[config.mk]
export PLATFORM = sky130hd
export DESIGN_NAME = layer_readout_scheduler
export DESIGN_NICKNAME = d
export VERILOG_FILES = /design/src/rtl/layer_readout_scheduler_pkg.sv /design/src/rtl/layer_readout_scheduler_rr_arbiter.sv /design/src/rtl/layer_readout_scheduler.sv
export SDC_FILE = /design/constraint.sdc
export NUM_CORES = 1
export LEC_CHECK = 0
export CORE_MARGIN = 2
export CORE_UTILIZATION = 54
export CTS_CLUSTER_SIZE = 20
export DETAILED_ROUTE_END_ITERATION = 10
export PLACE_DENSITY = 0.75
export SYNTH_ARGS = -nofsm -noshare
export SYNTH_HDL_FRONTEND = slang
export SYNTH_SLANG_ARGS = --single-unit
[constraint.sdc]
create_clock -name sysclk -period 6 [get_ports sysclk]
set_clock_uncertainty 0.15 [all_clocks]
set_input_delay 0.9 -clock sysclk [delete_from_list [all_inputs] [get_ports sysclk]]
set_output_delay 0.9 -clock sysclk [all_outputs]
set_load 0.02 [all_outputs]
[src/rtl/layer_readout_scheduler_pkg.sv]
// Shared definitions for the layer readout scheduler: FSM states and default sizing.
package astep_sched_pkg;

    localparam int unsigned SCHED_NLAYERS    = 20;
    localparam int unsigned SCHED_HOLD_SETUP = 4;
    localparam int unsigned SCHED_TIMEOUT    = 65535;

    typedef enum logic [1:0] {
        IDLE,
        SETUP,
        READ,
        RELEASE
    } sched_state_e;

endpackage

[src/rtl/layer_readout_scheduler_rr_arbiter.sv]
// Combinational round-robin pick: first set request strictly after the pointer, wrapping N-1 -> 0.
module rr_arbiter #(
    parameter int unsigned N = 20,
    parameter int unsigned W = $clog2(N)
) (
    input  logic [N-1:0] req_i,
    input  logic [W-1:0] ptr_i,
    output logic         valid_o,
    output logic [W-1:0] idx_o
);

    int unsigned  pos;
    logic [W-1:0] pos_w;

    // Offset N wraps back onto the pointer itself, so it is the lowest-priority candidate.
    always_comb begin
        valid_o = 1'b0;
        idx_o   = '0;
        pos     = 0;
        pos_w   = '0;
        for (int unsigned off = 1; off <= N; off++) begin
            pos = 32'(ptr_i) + off;
            if (pos >= N) begin
                pos = pos - N;
            end
            pos_w = W'(pos);
            if (!valid_o && req_i[pos_w]) begin
                valid_o = 1'b1;
                idx_o   = pos_w;
            end
        end
    end

endmodule

[src/rtl/layer_readout_scheduler.sv]
// Shares one SPI readout engine among the detector layers: synchronises interrupts,
// grants hold round-robin, requests the readout and releases on completion or timeout.
module layer_readout_scheduler
    import astep_sched_pkg::*;
#(
    parameter int unsigned NLAYERS    = SCHED_NLAYERS,
    parameter int unsigned LW         = $clog2(NLAYERS),
    parameter int unsigned HOLD_SETUP = SCHED_HOLD_SETUP,
    parameter int unsigned TIMEOUT    = SCHED_TIMEOUT
) (
    input  logic               sysclk,
    input  logic               warm_resn,
    input  logic               enable,
    input  logic [NLAYERS-1:0] layer_mask,
    input  logic [NLAYERS-1:0] layer_interruptn,
    output logic [NLAYERS-1:0] layer_hold,
    output logic               rd_req,
    output logic [LW-1:0]      rd_layer,
    input  logic               rd_done,
    output logic               busy,
    output logic               timeout_pulse,
    output logic [15:0]        timeout_count
);

    localparam int unsigned CNT_MAX = (TIMEOUT > HOLD_SETUP) ? TIMEOUT : HOLD_SETUP;
    localparam int unsigned CW      = $clog2(CNT_MAX + 1);

    logic [NLAYERS-1:0] sync1_q;
    logic [NLAYERS-1:0] sync2_q;
    logic [NLAYERS-1:0] pending;
    logic               arb_valid;
    logic [LW-1:0]      arb_idx;

    sched_state_e       state_q;
    logic [NLAYERS-1:0] hold_q;
    logic               req_q;
    logic [LW-1:0]      layer_q;
    logic [LW-1:0]      last_q;
    logic               busy_q;
    logic               tpulse_q;
    logic [15:0]        tcount_q;
    logic [CW-1:0]      cnt_q;

    always_ff @(posedge sysclk or negedge warm_resn) begin
        if (!warm_resn) begin
            sync1_q <= '1;
            sync2_q <= '1;
        end else begin
            sync1_q <= layer_interruptn;
            sync2_q <= sync1_q;
        end
    end

    assign pending = ~sync2_q & layer_mask;

    rr_arbiter #(
        .N (NLAYERS),
        .W (LW)
    ) u_arb (
        .req_i   (pending),
        .ptr_i   (last_q),
        .valid_o (arb_valid),
        .idx_o   (arb_idx)
    );

    always_ff @(posedge sysclk or negedge warm_resn) begin
        if (!warm_resn) begin
            state_q  <= IDLE;
            hold_q   <= '0;
            req_q    <= 1'b0;
            layer_q  <= '0;
            last_q   <= LW'(NLAYERS - 1);
            busy_q   <= 1'b0;
            tpulse_q <= 1'b0;
            tcount_q <= '0;
            cnt_q    <= '0;
        end else begin
            tpulse_q <= 1'b0;
            case (state_q)
                IDLE: begin
                    if (enable && arb_valid) begin
                        layer_q <= arb_idx;
                        hold_q  <= NLAYERS'(1) << arb_idx;
                        cnt_q   <= CW'(HOLD_SETUP - 1);
                        busy_q  <= 1'b1;
                        state_q <= SETUP;
                    end
                end
                SETUP: begin
                    if (cnt_q == '0) begin
                        req_q   <= 1'b1;
                        cnt_q   <= CW'(TIMEOUT - 1);
                        state_q <= READ;
                    end else begin
                        cnt_q <= cnt_q - 1'b1;
                    end
                end
                READ: begin
                    // Completion takes precedence over a coincident counter expiry.
                    if (rd_done) begin
                        req_q   <= 1'b0;
                        hold_q  <= '0;
                        state_q <= RELEASE;
                    end else if (cnt_q == '0) begin
                        tpulse_q <= 1'b1;
                        if (tcount_q != 16'hFFFF) begin
                            tcount_q <= tcount_q + 16'd1;
                        end
                        req_q   <= 1'b0;
                        hold_q  <= '0;
                        state_q <= RELEASE;
                    end else begin
                        cnt_q <= cnt_q - 1'b1;
                    end
                end
                RELEASE: begin
                    last_q  <= layer_q;
                    busy_q  <= 1'b0;
                    state_q <= IDLE;
                end
                default: begin
                    state_q <= IDLE;
                end
            endcase
        end
    end

    assign layer_hold    = hold_q;
    assign rd_req        = req_q;
    assign rd_layer      = layer_q;
    assign busy          = busy_q;
    assign timeout_pulse = tpulse_q;
    assign timeout_count = tcount_q;

endmodule

==> results.ini <==
[run_status]
outcome=complete, no violations

[timing]
worst_pin_slew_ns=0.877
finalCritPeriodShare_pct=94.1
hold_viol=0
setup_viol=0
slew_violations=0
slew_headroom_pct=41.5
fin_crit_ns=5.65
rsz0062_at_grt=false
fmax_ghz=0.177
timing.setup.tns_ns=0

[synth]
ys_seq_area_share_pct=26.0
avgSynthCellArea_sq_um=8.57
synth_seq_cells=107
yosys_warnings=0
ys_types=94
syn_inst=1224
synthFlopType=dfrtp_1
synth_mux_area_share_pct=9.84
synthAdderAreaFrac_pct=5.32
synthArstFlopShare_pct=100
synth_top_family_by_area=compound AO/OA/AOI/OAI gates
synth_compound_area_share_pct=25.8
synth_edf_count=0
synthTopCellsByArea=dfrtp_1 (15%), dfstp_2 (11%), ha_1 (5.1%)
yosysTopAreaCellShare_pct=15.3
synthSimpleGateAreaFrac_pct=24.2
synth_nets=1312
synth-xor-area-share_pct=4.42
synth_top_cell_by_area=dfrtp_1
syn_area_sq_um=10500

[layout]
final_common_cell=nand2_1
final_cell_mix=nand2_1 (114), clkdlybuf4s50_1 (86), a21oi_1 (82)
n_antenna_cell=0
nets=1415
syn_to_final_growth_pct=16.1
drive_above_1_share_pct=16.4

[floorplan]
fp.dieH_um=143
start_util_pct=55.5
ios=88
rows=50
core_area_sq_um=18900
die_x_um=143
dieArea_sq_um=20600

[global_routing]
grtUsageTotal_pct=35.3
antenna_found_initial=0
grt_max_degree=75
grt_pass1_wl_um=55500
overflow=0
grt_pass1_vias=9934

[critical_path]
r2r_cells=18
crit_type=reg2reg
rrSetupSlack_ns=0.35
cp.required_ns=6.12
critPathMaxFanout=13
rr_endpoint=layer_hold[0]
r2r-start=last_q[1]
worstPathArrival_ns=5.77
end_kind=flip-flop
start_kind=flip-flop

[clocking]
postCtsHoldBufs=0
clk_latency_ns=0.36
cts_tree=yes
htreeDepth=3
cts_inserted_buffers=9
postCtsResizedCells=0
cts_num_sinks=107
path_clk_slew_ns=0.08
clk_path_buf_depth=2
post_cts_buffers=0
cts_root_buffer=clkbuf_16

[placed_design]
routabilityCongestion=1.07
portBuffers=87
place_hpwl_um=27800

[detailed_routing]
antenna_left=0
drt_iter0_drc=1230
drc=0
vias=10562
wirelength_um=36100
wl_per_cell_um=22.7
viasPerCell=6.63
drt_pass1_iterations=6

[job]
maxCapViolations=0

[hold_path]
hold_path_end=sync2_q[7]
hold_path.startpoint=sync1_q[7]
hp-class=reg2reg
holdPathStages=0

==> worst max-delay path by stage <==
stage	cells past startpoint	from	slack, ns	end
6_report	18	last_q[1]	0.35	layer_hold[0]
5_1_grt	20	last_q[1]	0.01	layer_hold[16]
4_1_cts	20	last_q[1]	0.39	layer_hold[0]
3_5_place_dp	20	last_q[1]	0.41	layer_hold[16]
3_3_place_gp	20	last_q[1]	0.53	layer_hold[0]
2_1_floorplan	19	last_q[1]	0.49	layer_hold[5]
==> flip-flops by register name (all words and copies together) (netlist names) <==
register / count
layer_hold: 20
sync1_q: 20
sync2_q: 20
cnt_q: 16
timeout_count: 16
last_q: 5
rd_layer: 5
state_q: 2
busy: 1
rd_req: 1
timeout_pulse: 1
==> layer usage <==
layer / GRT usage [%] / up-vias / wire, um
li1: - / 4836 / -
met4: 13.7 / 0 / 1410
met1: 49.0 / 5075 / 15700
met5: 0 / - / 0
met3: 5.90 / 95 / 3000
met2: 55.3 / 556 / 16000
==> cell families (layout without fill, tap and decap cells) <==
group | count (synthesis) | in the layout
and+or+nand+nor | 462 | 462
AOI/OAI and AO/OA | 391 | 391
DFF | 107 | 107
adders and majority gates | 44 | 44
xor gates and xnor gates | 48 | 48
muxes | 72 | 72
buffers and inverters | 100 | 208
==> worst max-delay path, stage by stage (launching register included) <==
cell and delay (ns):
dfstp_2 0.54, inv_1 0.09, buf_4 0.22, ha_1 0.33, buf_4 0.20, clkinv_1 0.23, ha_1 0.46, a41oi_1 0.25
a31oi_2 0.22, or3_1 0.39, a211oi_1 0.38, a21oi_1 0.16, and4_1 0.28, and3_1 0.26, a211oi_1 0.35, a21oi_1 0.15
nor3_2 0.35, nand2b_1 0.25, o31ai_2 0.30
==> cell usage after synthesis, drive strengths merged, types with 30 or more instances <==
library cell  count
nor3             35
nand3            30
dfstp            43
mux2i            30
a21oi            85
nor2b            34
nand2b           38
buf              31
nand2           114
nor2             73
o21ai            85
xnor2            42
dfrtp            64
ha               43
inv              40
==> layout make-up <==
type / count / area [sq um]
repair buffers: 151 / 1350
inverters: 41 / 154
multi-input cells: 1017 / 7320
clock inverters: 7 / 80.1
clock buffers: 9 / 225
well taps: 260 / 325
fillers: 1649 / 6710
flip-flops and latches: 107 / 2730
==> stage by stage <==
step	hold slack [ns]	setup slack (ns)	util (%)	std cells	instance area [sq um]
after floorplan	0.195	0.486	-	1224	10500
after global placement	0.196	0.526	62.8	1576	11900
after detailed placement	0.197	0.414	62.8	1576	11900
after CTS	0.199	0.389	64.4	1592	12200
after global routing	0.205	0.0113	64.5	1592	12200
final	0.200	0.353	64.5	1592	12200
Power is left out: the tool's default activity adds up to more than one toggle a clock period on the data nets, which glitch-free logic cannot reach.
